`src/rtl/line_matrix_cfg_seq.sv`:
```
// Hardware sequencer that programs the AD9361 GPO line matrix: it clears the matrix,
// then applies {input, output} route entries with a setup / clock-pulse / hold sequence.
module line_matrix_cfg_seq #(
    parameter int SEL_WIDTH    = 4,
    parameter int NUM_INPUTS   = 8,
    parameter int NUM_OUTPUTS  = 9,
    parameter int RST_CYCLES   = 4,
    parameter int SETUP_CYCLES = 2,
    parameter int HIGH_CYCLES  = 2,
    parameter int HOLD_CYCLES  = 1
) (
    input  logic                 sys_clk,
    input  logic                 rst,
    input  logic                 clear_req,
    input  logic                 cfg_valid,
    output logic                 cfg_ready,
    input  logic [SEL_WIDTH-1:0] cfg_in_sel,
    input  logic [SEL_WIDTH-1:0] cfg_out_sel,
    output logic                 busy,
    output logic [7:0]           route_cnt,
    output logic                 err_sticky,
    input  logic                 err_clr,
    output logic                 lm_clk_pin,
    output logic                 lm_rstn,
    output logic [SEL_WIDTH-1:0] lm_input_select,
    output logic [SEL_WIDTH-1:0] lm_output_select
);

    localparam int MAX_AB   = (RST_CYCLES > SETUP_CYCLES) ? RST_CYCLES : SETUP_CYCLES;
    localparam int MAX_CD   = (HIGH_CYCLES > HOLD_CYCLES) ? HIGH_CYCLES : HOLD_CYCLES;
    localparam int MAX_CYC  = (MAX_AB > MAX_CD) ? MAX_AB : MAX_CD;
    localparam int CNT_W    = (MAX_CYC > 1) ? $clog2(MAX_CYC) : 1;

    localparam logic [CNT_W-1:0] RST_LOAD   = CNT_W'(RST_CYCLES - 1);
    localparam logic [CNT_W-1:0] SETUP_LOAD = CNT_W'(SETUP_CYCLES - 1);
    localparam logic [CNT_W-1:0] HIGH_LOAD  = CNT_W'(HIGH_CYCLES - 1);
    localparam logic [CNT_W-1:0] HOLD_LOAD  = CNT_W'(HOLD_CYCLES - 1);

    localparam logic [SEL_WIDTH:0] IN_LIMIT  = (SEL_WIDTH+1)'(NUM_INPUTS);
    localparam logic [SEL_WIDTH:0] OUT_LIMIT = (SEL_WIDTH+1)'(NUM_OUTPUTS);

    typedef enum logic [2:0] {
        CLEAR  = 3'd0,
        IDLE   = 3'd1,
        SETUP  = 3'd2,
        CLK_HI = 3'd3,
        HOLD   = 3'd4
    } state_t;

    state_t               state_q, state_d;
    logic [CNT_W-1:0]     cnt_q, cnt_d;
    logic                 clearPend_q, clearPend_d;
    logic [SEL_WIDTH-1:0] inSel_q, inSel_d;
    logic [SEL_WIDTH-1:0] outSel_q, outSel_d;
    logic [7:0]           routeCnt_q, routeCnt_d;
    logic                 errSticky_q, errSticky_d;
    logic                 clkPin_q, clkPin_d;
    logic                 rstn_q, rstn_d;

    logic cntDone;
    logic clearAny;
    logic fire;
    logic entryOk;
    logic readyInt;

    assign cntDone  = (cnt_q == '0);
    assign clearAny = clear_req | clearPend_q;
    assign readyInt = (state_q == IDLE) & ~clear_req & ~clearPend_q;
    assign fire     = cfg_valid & readyInt;
    assign entryOk  = ({1'b0, cfg_in_sel} < IN_LIMIT) & ({1'b0, cfg_out_sel} < OUT_LIMIT);

    // State register; reset lands in CLEAR so the matrix is always reset after power-up.
    always_ff @(posedge sys_clk or posedge rst) begin
        if (rst) begin
            state_q <= CLEAR;
            cnt_q   <= RST_LOAD;
        end else begin
            state_q <= state_d;
            cnt_q   <= cnt_d;
        end
    end

    always_comb begin
        state_d = state_q;
        cnt_d   = cntDone ? cnt_q : cnt_q - 1'b1;
        unique case (state_q)
            CLEAR: begin
                if (cntDone) begin
                    if (clearAny) begin
                        state_d = CLEAR;
                        cnt_d   = RST_LOAD;
                    end else begin
                        state_d = IDLE;
                    end
                end
            end
            IDLE: begin
                if (clearAny) begin
                    state_d = CLEAR;
                    cnt_d   = RST_LOAD;
                end else if (fire && entryOk) begin
                    state_d = SETUP;
                    cnt_d   = SETUP_LOAD;
                end
            end
            SETUP: begin
                if (cntDone) begin
                    state_d = CLK_HI;
                    cnt_d   = HIGH_LOAD;
                end
            end
            CLK_HI: begin
                if (cntDone) begin
                    state_d = HOLD;
                    cnt_d   = HOLD_LOAD;
                end
            end
            HOLD: begin
                // A clear that arrived during the write starts straight after the hold.
                if (cntDone) begin
                    if (clearAny) begin
                        state_d = CLEAR;
                        cnt_d   = RST_LOAD;
                    end else begin
                        state_d = IDLE;
                    end
                end
            end
            default: begin
                state_d = CLEAR;
                cnt_d   = RST_LOAD;
            end
        endcase
    end

    always_comb begin
        busy             = (state_q != IDLE);
        cfg_ready        = readyInt;
        lm_clk_pin       = clkPin_q;
        lm_rstn          = rstn_q;
        lm_input_select  = inSel_q;
        lm_output_select = outSel_q;
        route_cnt        = routeCnt_q;
        err_sticky       = errSticky_q;
    end

    // Datapath next-state: pending clear, selects, counter, error flag and pin drivers.
    always_comb begin
        clearPend_d = clearAny;
        if ((state_d == CLEAR) && ((state_q != CLEAR) || cntDone)) begin
            clearPend_d = 1'b0;
        end

        inSel_d  = inSel_q;
        outSel_d = outSel_q;
        if ((state_q == IDLE) && (state_d == SETUP)) begin
            inSel_d  = cfg_in_sel;
            outSel_d = cfg_out_sel;
        end

        routeCnt_d = routeCnt_q;
        if ((state_q == CLEAR) && cntDone) begin
            routeCnt_d = 8'd0;
        end else if ((state_q == HOLD) && cntDone && (routeCnt_q != 8'hFF)) begin
            routeCnt_d = routeCnt_q + 8'd1;
        end

        errSticky_d = errSticky_q;
        if (fire && !entryOk) begin
            errSticky_d = 1'b1;
        end else if (err_clr) begin
            errSticky_d = 1'b0;
        end

        clkPin_d = (state_d == CLK_HI);
        rstn_d   = (state_d != CLEAR);
    end

    // Pin drivers are registered from the next state so they never glitch on decode.
    always_ff @(posedge sys_clk or posedge rst) begin
        if (rst) begin
            clearPend_q <= 1'b0;
            inSel_q     <= '0;
            outSel_q    <= '0;
            routeCnt_q  <= 8'd0;
            errSticky_q <= 1'b0;
            clkPin_q    <= 1'b0;
            rstn_q      <= 1'b0;
        end else begin
            clearPend_q <= clearPend_d;
            inSel_q     <= inSel_d;
            outSel_q    <= outSel_d;
            routeCnt_q  <= routeCnt_d;
            errSticky_q <= errSticky_d;
            clkPin_q    <= clkPin_d;
            rstn_q      <= rstn_d;
        end
    end

endmodule

```
`config.mk`:
```
export PLATFORM = sky130hd
export DESIGN_NAME = line_matrix_cfg_seq
export DESIGN_NICKNAME = d
export VERILOG_FILES = /design/src/rtl/line_matrix_cfg_seq.sv
export SDC_FILE = /design/constraint.sdc
export NUM_CORES = 1
export LEC_CHECK = 0
export ABC_AREA = 1
export CAP_MARGIN = 20
export CORE_MARGIN = 3
export CORE_UTILIZATION = 38
export CTS_CLUSTER_SIZE = 8
export DETAILED_ROUTE_END_ITERATION = 10
export PLACE_DENSITY = 0.72
export SKIP_CTS_REPAIR_TIMING = 1
export SYNTH_ARGS = -nofsm -noshare
export SYNTH_HDL_FRONTEND = slang
export SYNTH_SLANG_ARGS = --single-unit
export TNS_END_PERCENT = 100
```
`constraint.sdc`:
```
create_clock -name sys_clk -period 1.8 [get_ports sys_clk]
set_input_delay 0.36 -clock sys_clk [delete_from_list [all_inputs] [get_ports sys_clk]]
set_output_delay 0.36 -clock sys_clk [all_outputs]
set_load 0.01 [all_outputs]
```
After elaboration in Yosys (flattened, before gate mapping)
Index checks and enable logic that the tools add are counted.

Flip-flop bits (word level): 25. Latch bits: 0. Memory bits (writable): 0. Bits in read-only memories: 0. Input port bits: 13. Logic and storage cells: 65. Memories kept: 0.

Add/subtract/negate cells: 2. $mul: 0. Divide/modulo/power cells: 0. $lt $le $gt $ge: 2. Eq/ne operators: 8. Shift operators: 0. Multiplexer cells: 20. Bitwise operators: 7. Reductions and logical operators: 17.

Operator list (count): two-way mux 8 bit (2); two-way mux 3 bit (5); two-way mux 2 bit (7); equality test 3 x 2 -> 1 bit (second input constant) (4); case mux 3 bit (4 select lines) (1); adder 8 x 1 -> 8 bit (second input constant) (1); less-than comparator 4 bit (second input constant) (2); inequality test 8 bit (second input constant) (1); case mux 2 bit (4 select lines) (1); logical AND 1 bit (7); zero test 3 bit (2); nonzero test 3 bit (2); bitwise AND 1 bit (4); two-way mux 1 bit (4); nonzero test 2 bit (2); equality test 3 x 1 -> 1 bit (second input constant) (1); equality test 3 bit (second input constant) (1); inequality test 3 x 1 -> 1 bit (second input constant) (1); zero test 2 bit (1); inverter 1 bit (2); OR reduction 2 bit (1); subtractor 2 x 1 -> 2 bit (second input constant) (1); zero test 1 bit (1); logical OR 1 bit (1); bitwise OR 1 bit (1).

Depth between registers and ports, before layout
Gate-level depths: netlist of run 1.

Depth in word-level cells: 11. Mapped depth: 8. Mapped depth without buffers: 8.

Worst setup path after synthesis of run 1
OpenSTA, ideal clock, no wires.

Path kind: flip-flop to flip-flop. Start point: register routeCnt_q[0], in the netlist route_cnt[0]. End point: register routeCnt_q[1], in the netlist route_cnt[1]. Arrival: 1380 ps. Setup slack: 294 ps. Stages on the path, launching flop included: 8. Buffers on the path: 1. Period minus slack after synthesis: 1506 ps. Cells stage by stage: dfrtp_1 ha_1 nand3_2 nor2_2 nand4_1 o21ai_2 buf_6 o21ai_0.

Cells in the longest elaborated chain, start to end: 3. Elaborated cells between the ends (all ways): 6. Classes of those cells: add/sub: 1; eq/ne: 1; mux: 2; reduce/logical: 2.

RTL lines: start, declared (RTL line 55) `logic [7:0] routeCnt_q, routeCnt_d;`; start signal, assigned (RTL line 193) `routeCnt_q <= routeCnt_d;`; adder 8 x 1 -> 8 bit or inequality test 8 bit (tied branches) (RTL line 165, 164); two-way mux 8 bit or logical AND 1 bit (tied branches) (RTL line 164) `end else if ((state_q == HOLD) && cntDone && (routeCnt_q != 8'hFF)) begin`; two-way mux 8 bit or nonzero test 2 bit (tied branches).

Parallel ways exist; a longest one is shown, timed or not. The select of a mux whose other input is x is not followed. A chain may end at the register's enable or synchronous reset.

Final worst setup path of run 1
Start point: register routeCnt_q[5], in the netlist route_cnt[5]. End point: output port route_cnt[5].

RTL lines: end, declared (RTL line 20) `output logic [7:0] route_cnt,`.

No word-level cell between the ends.

==> results of run 1 <==
path summary, 6_finish.rpt:
kind | startpoint | end | slack (ns)
worst max-delay path | route_cnt[5] | route_cnt[5] | 0.07
worst min-delay path | rst | lm_output_select[2] | 0.31
worst max register to register | route_cnt[0] | route_cnt[3] | 0.24
worst min register to register | lm_input_select[0] | lm_input_select[0] | 0.50
max in group asynchronous | rst | cnt_q[0] | 0.99
min in group sys_clk | lm_input_select[0] | lm_input_select[0] | 0.50
layout make-up:
| class | instances | share of cell area [%] |
|---|---|---|
| Clock buffer | 4 | 1.53 |
| Inverter | 19 | 4.15 |
| Multi-Input combinational cell | 109 | 30.4 |
| Sequential cell | 25 | 36.5 |
| Tap cell | 44 | 3.20 |
| Timing Repair Buffer | 42 | 24.2 |
cells by family after synthesis:
group / Yosys count / synth area share [%]
simple gates: 83 / 28.6
fa+ha+maj: 1 / 1.01
xor+xnor: 4 / 2.83
buf+inv: 21 / 7.08
compound gates: 21 / 9.62
flops: 25 / 50.8
sequential cells by signal, indices dropped and copies added (netlist names):
signal	cells
state_q	3
lm_rstn	1
clearPend_q	1
route_cnt	8
lm_output_select	4
err_sticky	1
lm_clk_pin	1
lm_input_select	4
cnt_q	2
through the flow:
| stage | util (%) | cell area (um2) | worst slack, ns | instances | setup TNS (ns) |
|---|---|---|---|---|---|
| floorplan | - | 1240 | 0.294 | 155 | 0 |
| global placement | 54.8 | 1690 | -0.218 | 239 | -1.04 |
| CTS | 55.6 | 1710 | -0.243 | 243 | -0.304 |
| detailed placement | 54.8 | 1690 | -0.224 | 239 | -1.42 |
| global route | 55.9 | 1720 | 0.00148 | 243 | 0 |
| finish | 55.9 | 1720 | 0.0736 | 243 | 0 |
metal layers:
| layer | up-vias | GRT usage, % | wire length [um] |
|---|---|---|---|
| li1 | 585 | - | - |
| met1 | 531 | 18.3 | 1240 |
| met2 | 32 | 26.1 | 1300 |
| met3 | 2 | 3.06 | 146 |
| met4 | 0 | 4.96 | 20 |
| met5 | - | 0 | 0 |
power by group through the flow:
stage          sequential [mW]  clock, mW  combinational, mW
2_1_floorplan            0.877          0              0.499
3_3_place_gp             0.853          0              0.853
3_5_place_dp             0.859          0              0.879
4_1_cts                  0.851      0.257              0.883
5_1_grt                  0.880      0.282               1.00
6_report                 0.852      0.242              0.877
cells in the final DEF (no fill, tap or decap), types with 2 or more instances in the layout:
| cell | count |
|---|---|
| nand2_1 | 53 |
| clkdlybuf4s50_1 | 31 |
| dfrtp_1 | 23 |
| inv_1 | 19 |
| nand3_1 | 13 |
| o21ai_0 | 11 |
| buf_4 | 8 |
| nor2_1 | 6 |
| nor2_2 | 4 |
| a21oi_1 | 4 |
| xor2_1 | 3 |
| clkbuf_4 | 3 |
| nand4_1 | 2 |
| nor3_1 | 2 |
| dfstp_2 | 2 |
| dlymetal6s2s_1 | 2 |
==> out/qor.csv, run 1 <==
stage,metric,value,unit
cells_and_area,multi-input logic area,523,um2
synthesis,"count leader, synth",nand2_1,
floorplanning,Core Area,0.00308,mm2
floorplanning,num ports,34,
power_and_ir_drop,Int Pwr,1.21,mW
detailed_routing,DRT Pass-1 Iters,6,
grt,initial antenna violation count,0,
cells_and_area,ratio of cells with drive above 1 in the final layout,10.6,%
timing,RSZ-0062 raised after global routing,no,
timing,Slew @ Worst Pin,0.394,ns
power_and_ir_drop,total power,1.97,mW
cts,Sink Count,25,
synthesis,sequential share of the synthesized area,50.8,%
synthesis,#FFs+latches synth,25,
timing,Hold Fails Final Rpt,0,
hold_path,worst hold path type,in -> async,
placement,HPWL after DPL,2110,um
cts,Worst-Skew Late Latency,0.31,ns
power_and_ir_drop,Worst VDD drop,545,uV
synthesis,cell taking the most area after synthesis,dfrtp_1,
floorplanning,Chip Height,63.0,um
synthesis,Synth area leaders,"dfrtp_1, nand2_1, inv_1",
setup_path,required time of the worst setup path,1.44,ns
run,max-cap violations,0,
floorplanning,Site Rows,20,
cts,H-tree levels,1,
cts,clk buf depth,2,
cells_and_area,ANT cells,0,
synthesis,post-synthesis cell count,155,
synthesis,top_reg_cell synth,dfrtp_1,
setup_path,"CP delay by family, top",buffers and inverters,
timing,Final Cycle Share,95.9,%
power_and_ir_drop,Reg power frac,43.2,%
detailed_routing,"antenna viol nets, final",0,
detailed_routing,DRC viols,0,
setup_path,Crit Path Max Fanout,8,
power_and_ir_drop,leakage,0.850,nW
synthesis,post-synth top area share,46.6,%
power_and_ir_drop,Switching Share,38.6,%
setup_path,Crit path arrival time,1.37,ns
floorplanning,Initial Util,40.2,%
detailed_routing,total routed wirelength,2700,um
setup_path,Setup Crit Path Kind,reg -> out,
cts,root cell of the clock tree,clkbuf_4,
detailed_routing,DR vias,1150,
setup_path,CP Launch Type,flop,
grt,GRT overflow,0,
detailed_routing,drt initial violations,54,
setup_path,CP max stage delay,0.58,ns
setup_path,worst reg2reg path depth,8,
synthesis,synth cell count leaders,"nand2_1, dfrtp_1, inv_1, nand3_1, o21ai_0",
timing,min cycle time layout,1.73,ns
timing,Max Clock Skew,0.00489,ns
cts,Inserted Clock Buffers,3,
floorplanning,Die Wd,63.0,um
cts,CTS tree,done,
synthesis,Synth Warn #,0,
setup_path,Levels on crit path,1,
timing,"Setup violations, final",0,
synthesis,Post-Syn Area,0.00124,mm2
detailed_routing,Vias/cell,4.73,
power_and_ir_drop,Power Density,1150,mW/mm2
grt,GRT Util Overall,15.0,%
timing,hold_ws,0.312,ns
synthesis,syn avg cell area,7.98,um2
detailed_routing,WL/cell,11.1,um
power_and_ir_drop,Clk network pwr share,12.3,%
setup_path,worst path bufs/invs,1,
power_and_ir_drop,switching power,0.761,mW
run_status,status,completed,
power_and_ir_drop,combinational share of power,44.5,%
grt,vias in the first global route,1148,
timing,Max-slew headroom,73.5,%
placement,Port Buffers,33,
timing,Final Max Slew Viols,0,
setup_path,CP max stage cell,clkdlybuf4s50_1,
synthesis,ys async rst share,100,%
timing,fmax,0.579,GHz
grt,first-pass GRT wire length,4890,um
synthesis,post-synth cell types,25,
floorplanning,die area,0.00397,mm2
cells_and_area,Final #Nets,214,
cells_and_area,# fillers,303,
synthesis,Syn Nets,169,
cells_and_area,Seq. cell area,628,um2
setup_path,CP Cell Sequence,clkdlybuf4s50_1,
setup_path,Crit. End Element,output port,
placement,GP Congestion,0.894,
grt,largest net degree at the start of global routing,18,
cts,"CTS clk-pin slew, worst paths",0.13,ns
cells_and_area,P&R area growth vs syn,39.1,%
synthesis,number of synthesized flops with an enable pin,0,
(Power assumes the default switching activity.)
==> run 2: changes to the inputs <==
--- a/config.mk
+++ b/config.mk
@@ -13,6 +13,7 @@
 export DETAILED_ROUTE_END_ITERATION = 10
 export PLACE_DENSITY = 0.72
 export SKIP_CTS_REPAIR_TIMING = 1
+export SLEW_MARGIN = 20
 export SYNTH_ARGS = -nofsm -noshare
 export SYNTH_HDL_FRONTEND = slang
 export SYNTH_SLANG_ARGS = --single-unit
==> results of run 2 <==
No change in the layout: final DEF, timing and power equal those of run 1.
==> run 3: changes to the inputs <==
--- a/config.mk
+++ b/config.mk
@@ -5,14 +5,12 @@
 export SDC_FILE = /design/constraint.sdc
 export NUM_CORES = 1
 export LEC_CHECK = 0
-export ABC_AREA = 1
 export CAP_MARGIN = 20
 export CORE_MARGIN = 3
 export CORE_UTILIZATION = 38
 export CTS_CLUSTER_SIZE = 8
 export DETAILED_ROUTE_END_ITERATION = 10
 export PLACE_DENSITY = 0.72
-export SKIP_CTS_REPAIR_TIMING = 1
 export SLEW_MARGIN = 20
 export SYNTH_ARGS = -nofsm -noshare
 export SYNTH_HDL_FRONTEND = slang
==> run 3 against run 2 <==
  * The run now ends with setup timing left
  * Synthesized cell count decreased by 26%
  * Via count decreased by 10%
  * Non-clock buffer count increased by 5
  * Sequential share of layout area decreased by 0.27 points
  * Worst hold slack improved by 0.035 ns
  * Global-route usage decreased by 0.16 points
  * Cell count decreased by 16%
  * Largest power group unchanged
  * Highest routed layer unchanged
==> out/qor.csv, run 3 <==
stage,metric,value,unit,change
run_status,status,finished with violations,,was completed
run_status,failing checks,setup timing,,
timing,Setup WS post-layout,-0.0352,ns,was 0.0736 ns
floorplanning,Site Rows,19,,was 20
cts,H-tree levels,1,,unchanged
synthesis,Post-Syn Area,0.00122,mm2,was 0.00124 mm2
floorplanning,Die Wd,62.7,um,was 63.0 um
synthesis,ys async rst share,100,%,unchanged
cts,hold buffer count at CTS,0,,
cells_and_area,P&R area growth vs syn,42.0,%,was 39.1%
placement,Port Buffers,33,,unchanged
setup_path,Crit. End Element,output port,,unchanged
detailed_routing,WL/cell,13.7,um,was 11.1 um
synthesis,top_reg_cell synth,dfrtp_1,,unchanged
cells_and_area,Post-Layout Cell Count,204,,was 243
cts,clk buf depth,2,,unchanged
cts,Inserted Clock Buffers,3,,unchanged
hold_path,worst hold path type,in -> async,,unchanged
detailed_routing,drt initial violations,41,,was 54
timing,Final Max Slew Viols,0,,unchanged
detailed_routing,total routed wirelength,2790,um,was 2700 um
cells_and_area,ratio of cells with drive above 1 in the final layout,27.8,%,was 10.6%
cells_and_area,Final #Nets,177,,was 214
synthesis,#FFs+latches synth,25,,unchanged
synthesis,simple-gate portion of the synthesized area,17.8,%,was 28.6%
run,max-cap violations,0,,unchanged
floorplanning,Initial Util,42.1,%,was 40.2%
synthesis,number of synthesized flops with an enable pin,0,,unchanged
setup_path,CP Launch Type,flop,,unchanged
power_and_ir_drop,Power Density,1110,mW/mm2,was 1150 mW/mm2
detailed_routing,DRC viols,0,,unchanged
timing,fmax,0.545,GHz,was 0.579 GHz
cells_and_area,Seq. cell area,629,um2,was 628 um2
timing,RSZ-0062 raised after global routing,yes,,was no
cells_and_area,Largest register FFs,8,,unchanged
grt,GRT Util Overall,14.8,%,was 15.0%
timing,"Setup violations, final",1,,was 0
setup_path,required time of the worst setup path,1.44,ns,about the same
detailed_routing,Vias/cell,5.07,,was 4.73
synthesis,cell taking the most area after synthesis,dfrtp_1,,unchanged
synthesis,synth cell count leaders,"dfrtp_1, a21oi_1, inv_1, nand2_1, o21ai_0",,"was nand2_1, dfrtp_1, inv_1, nand3_1, o21ai_0"
setup_path,Crit Path Max Fanout,2,,was 8
cts,Sink Count,25,,unchanged
grt,GRT overflow,0,,unchanged
timing,Slew @ Worst Pin,0.335,ns,was 0.394 ns
cells_and_area,multi-input logic area,558,um2,was 523 um2
grt,vias in the first global route,995,,was 1148
cts,root cell of the clock tree,clkbuf_4,,unchanged
grt,initial antenna violation count,0,,unchanged
synthesis,Syn Nets,129,,was 169
power_and_ir_drop,total power,1.93,mW,was 1.97 mW
cells_and_area,"most common cell after layout, fill and taps aside",clkdlybuf4s50_1,,was nand2_1
grt,largest net degree at the start of global routing,26,,was 18
synthesis,largest family of logic cells by synthesized area,simple AND/OR/NAND/NOR gates,,unchanged
power_and_ir_drop,leakage,0.721,nW,was 0.850 nW
power_and_ir_drop,Worst VDD drop,653,uV,was 545 uV
synthesis,sequential share of the synthesized area,51.4,%,was 50.8%
floorplanning,die area,0.00393,mm2,was 0.00397 mm2
timing,min cycle time layout,1.84,ns,was 1.73 ns
cts,"CTS clk-pin slew, worst paths",0.14,ns,was 0.13 ns
synthesis,syn avg cell area,10.6,um2,was 7.98 um2
placement,GP Congestion,0.796,,was 0.894
synthesis,post-synthesis compound-gate area fraction,17.6,%,was 9.62%
timing,Max-slew headroom,77.4,%,was 73.5%
synthesis,post-synth top area share,47.1,%,was 46.6%
floorplanning,Core Area,0.00290,mm2,was 0.00308 mm2
setup_path,Setup Crit Path Kind,reg -> out,,unchanged
synthesis,Adder-Cell Fraction of Synth Area,1.02,%,was 1.01%
timing,Final Cycle Share,102,%,was 95.9%
detailed_routing,DRT Pass-1 Iters,4,,was 6
synthesis,post-synth cell types,39,,was 25
grt,first-pass GRT wire length,4660,um,was 4890 um
placement,# placed instances,199,,was 239
synthesis,Synth Warn #,0,,unchanged
timing,Max Clock Skew,0.0154,ns,was 0.00489 ns
cts,Worst-Skew Late Latency,0.33,ns,was 0.31 ns
synthesis,mux contribution to synthesized area,7.27,%,was 0%
setup_path,Crit path arrival time,1.48,ns,was 1.37 ns
cells_and_area,"commonest cells after routing, fill and taps aside","clkdlybuf4s50_1, dfrtp_1, buf_4",,"was nand2_1, clkdlybuf4s50_1, dfrtp_1"
cts,CTS tree,done,,unchanged
detailed_routing,"antenna viol nets, final",0,,unchanged
floorplanning,Chip Height,62.7,um,was 63.0 um
timing,Hold Fails Final Rpt,0,,unchanged
placement,HPWL after DPL,2140,um,was 2110 um
synthesis,post-synthesis xor/xnor area fraction,0,%,was 2.83%
cells_and_area,ANT cells,0,,unchanged
synthesis,post-synthesis cell count,115,,was 155
floorplanning,num ports,34,,unchanged
detailed_routing,DR vias,1035,,was 1150
synthesis,"count leader, synth",dfrtp_1,,was nand2_1
cells_and_area,# fillers,264,,was 303
synthesis,Synth area leaders,"dfrtp_1, mux2_2, a21oi_1",,"was dfrtp_1, nand2_1, inv_1"
==> run 3: cell types whose count changed after synthesis, moves of 7 or more <==
cell	delta
nand2_1	-44
a21oi_1	+7
inv_1	-10
mux2_2	+7
nand3_1	-9
==> run 3: cells by family (layout without fill, tap and decap cells) <==
| kind of cell | Yosys count | count (layout) |
|---|---|---|
| AO/OA/AOI/OAI | 34 | 34 |
| AND/OR/NAND/NOR | 34 | 34 |
| flip-flops | 25 | 25 |
| buffers and inverters | 13 | 60 |
| multiplexers | 8 | 8 |
| adder cells (fa/ha/maj) | 1 | 1 |
==> run 3: worst max-delay path, stage by stage, from the launching register on <==
cell	delay (ns)
dfrtp_1	0.41
or3b_4	0.42
nor3_4	0.15
buf_2	0.16
==> run 3: area by class of cell <==
type / count / share of cell area, %
clock buffer: 3 / 1.30
sequential: 25 / 36.3
multi-input combinational: 77 / 32.2
inverter: 9 / 1.95
timing repair buffer: 47 / 24.9
tap: 42 / 3.03
clock inverter: 1 / 0.433
==> run 3: worst paths after layout <==
kind,start,to,slack (ns),depth (start not counted)
setup / recovery,state_q[1],cfg_ready,-0.04,3
hold / removal,rst,route_cnt[3],0.35,3
setup reg to reg,state_q[1],lm_output_select[0],0.01,5
hold reg to reg,lm_input_select[1],lm_input_select[1],0.53,1
max in group asynchronous,rst,cnt_q[1],1.15,3
min in group sys_clk,lm_input_select[1],lm_input_select[1],0.53,1
==> run 3: what timing repair did <==
item                                    4_1_cts  5_1_grt
endpoints found under the setup margin        2        9
gates resized for setup                       9        6
gates cloned                                  0        0
hold endpoints to repair                      0        0
buffers inserted                              0        1
pin swaps                                     1        3
==> run 3: report_power, final <==
group          internal (mW)  switching (mW)  total [mW]
registers              0.713           0.115       0.829
clock network         0.0851           0.168       0.253
logic                  0.463           0.387       0.851
==> run 3: per-stage QoR <==
stage / worst slack, ns / TNS [ns] / hold slack [ns] / util (%) / instance area, um2
after detailed placement: -0.267 / -2.58 / 0.499 / 57.9 / 1680
after global routing: -0.0946 / -0.214 / 0.355 / 59.8 / 1740
after global placement: -0.226 / -2.18 / 0.490 / 57.9 / 1680
final: -0.0352 / -0.0352 / 0.347 / 59.8 / 1740
after floorplan: -0.0527 / -0.105 / 0.386 / - / 1230
after CTS: -0.0514 / -0.0514 / 0.352 / 58.8 / 1710
==> run 3: layer usage <==
layer	up-vias	GRT usage (%)	part of all wire, %	wire (um)
li1	516	-	-	-
met4	0	3.31	1.2	34
met1	501	18.3	43	1200
met5	-	0	0	0
met2	14	25.6	52	1460
met3	4	4.32	3.2	90
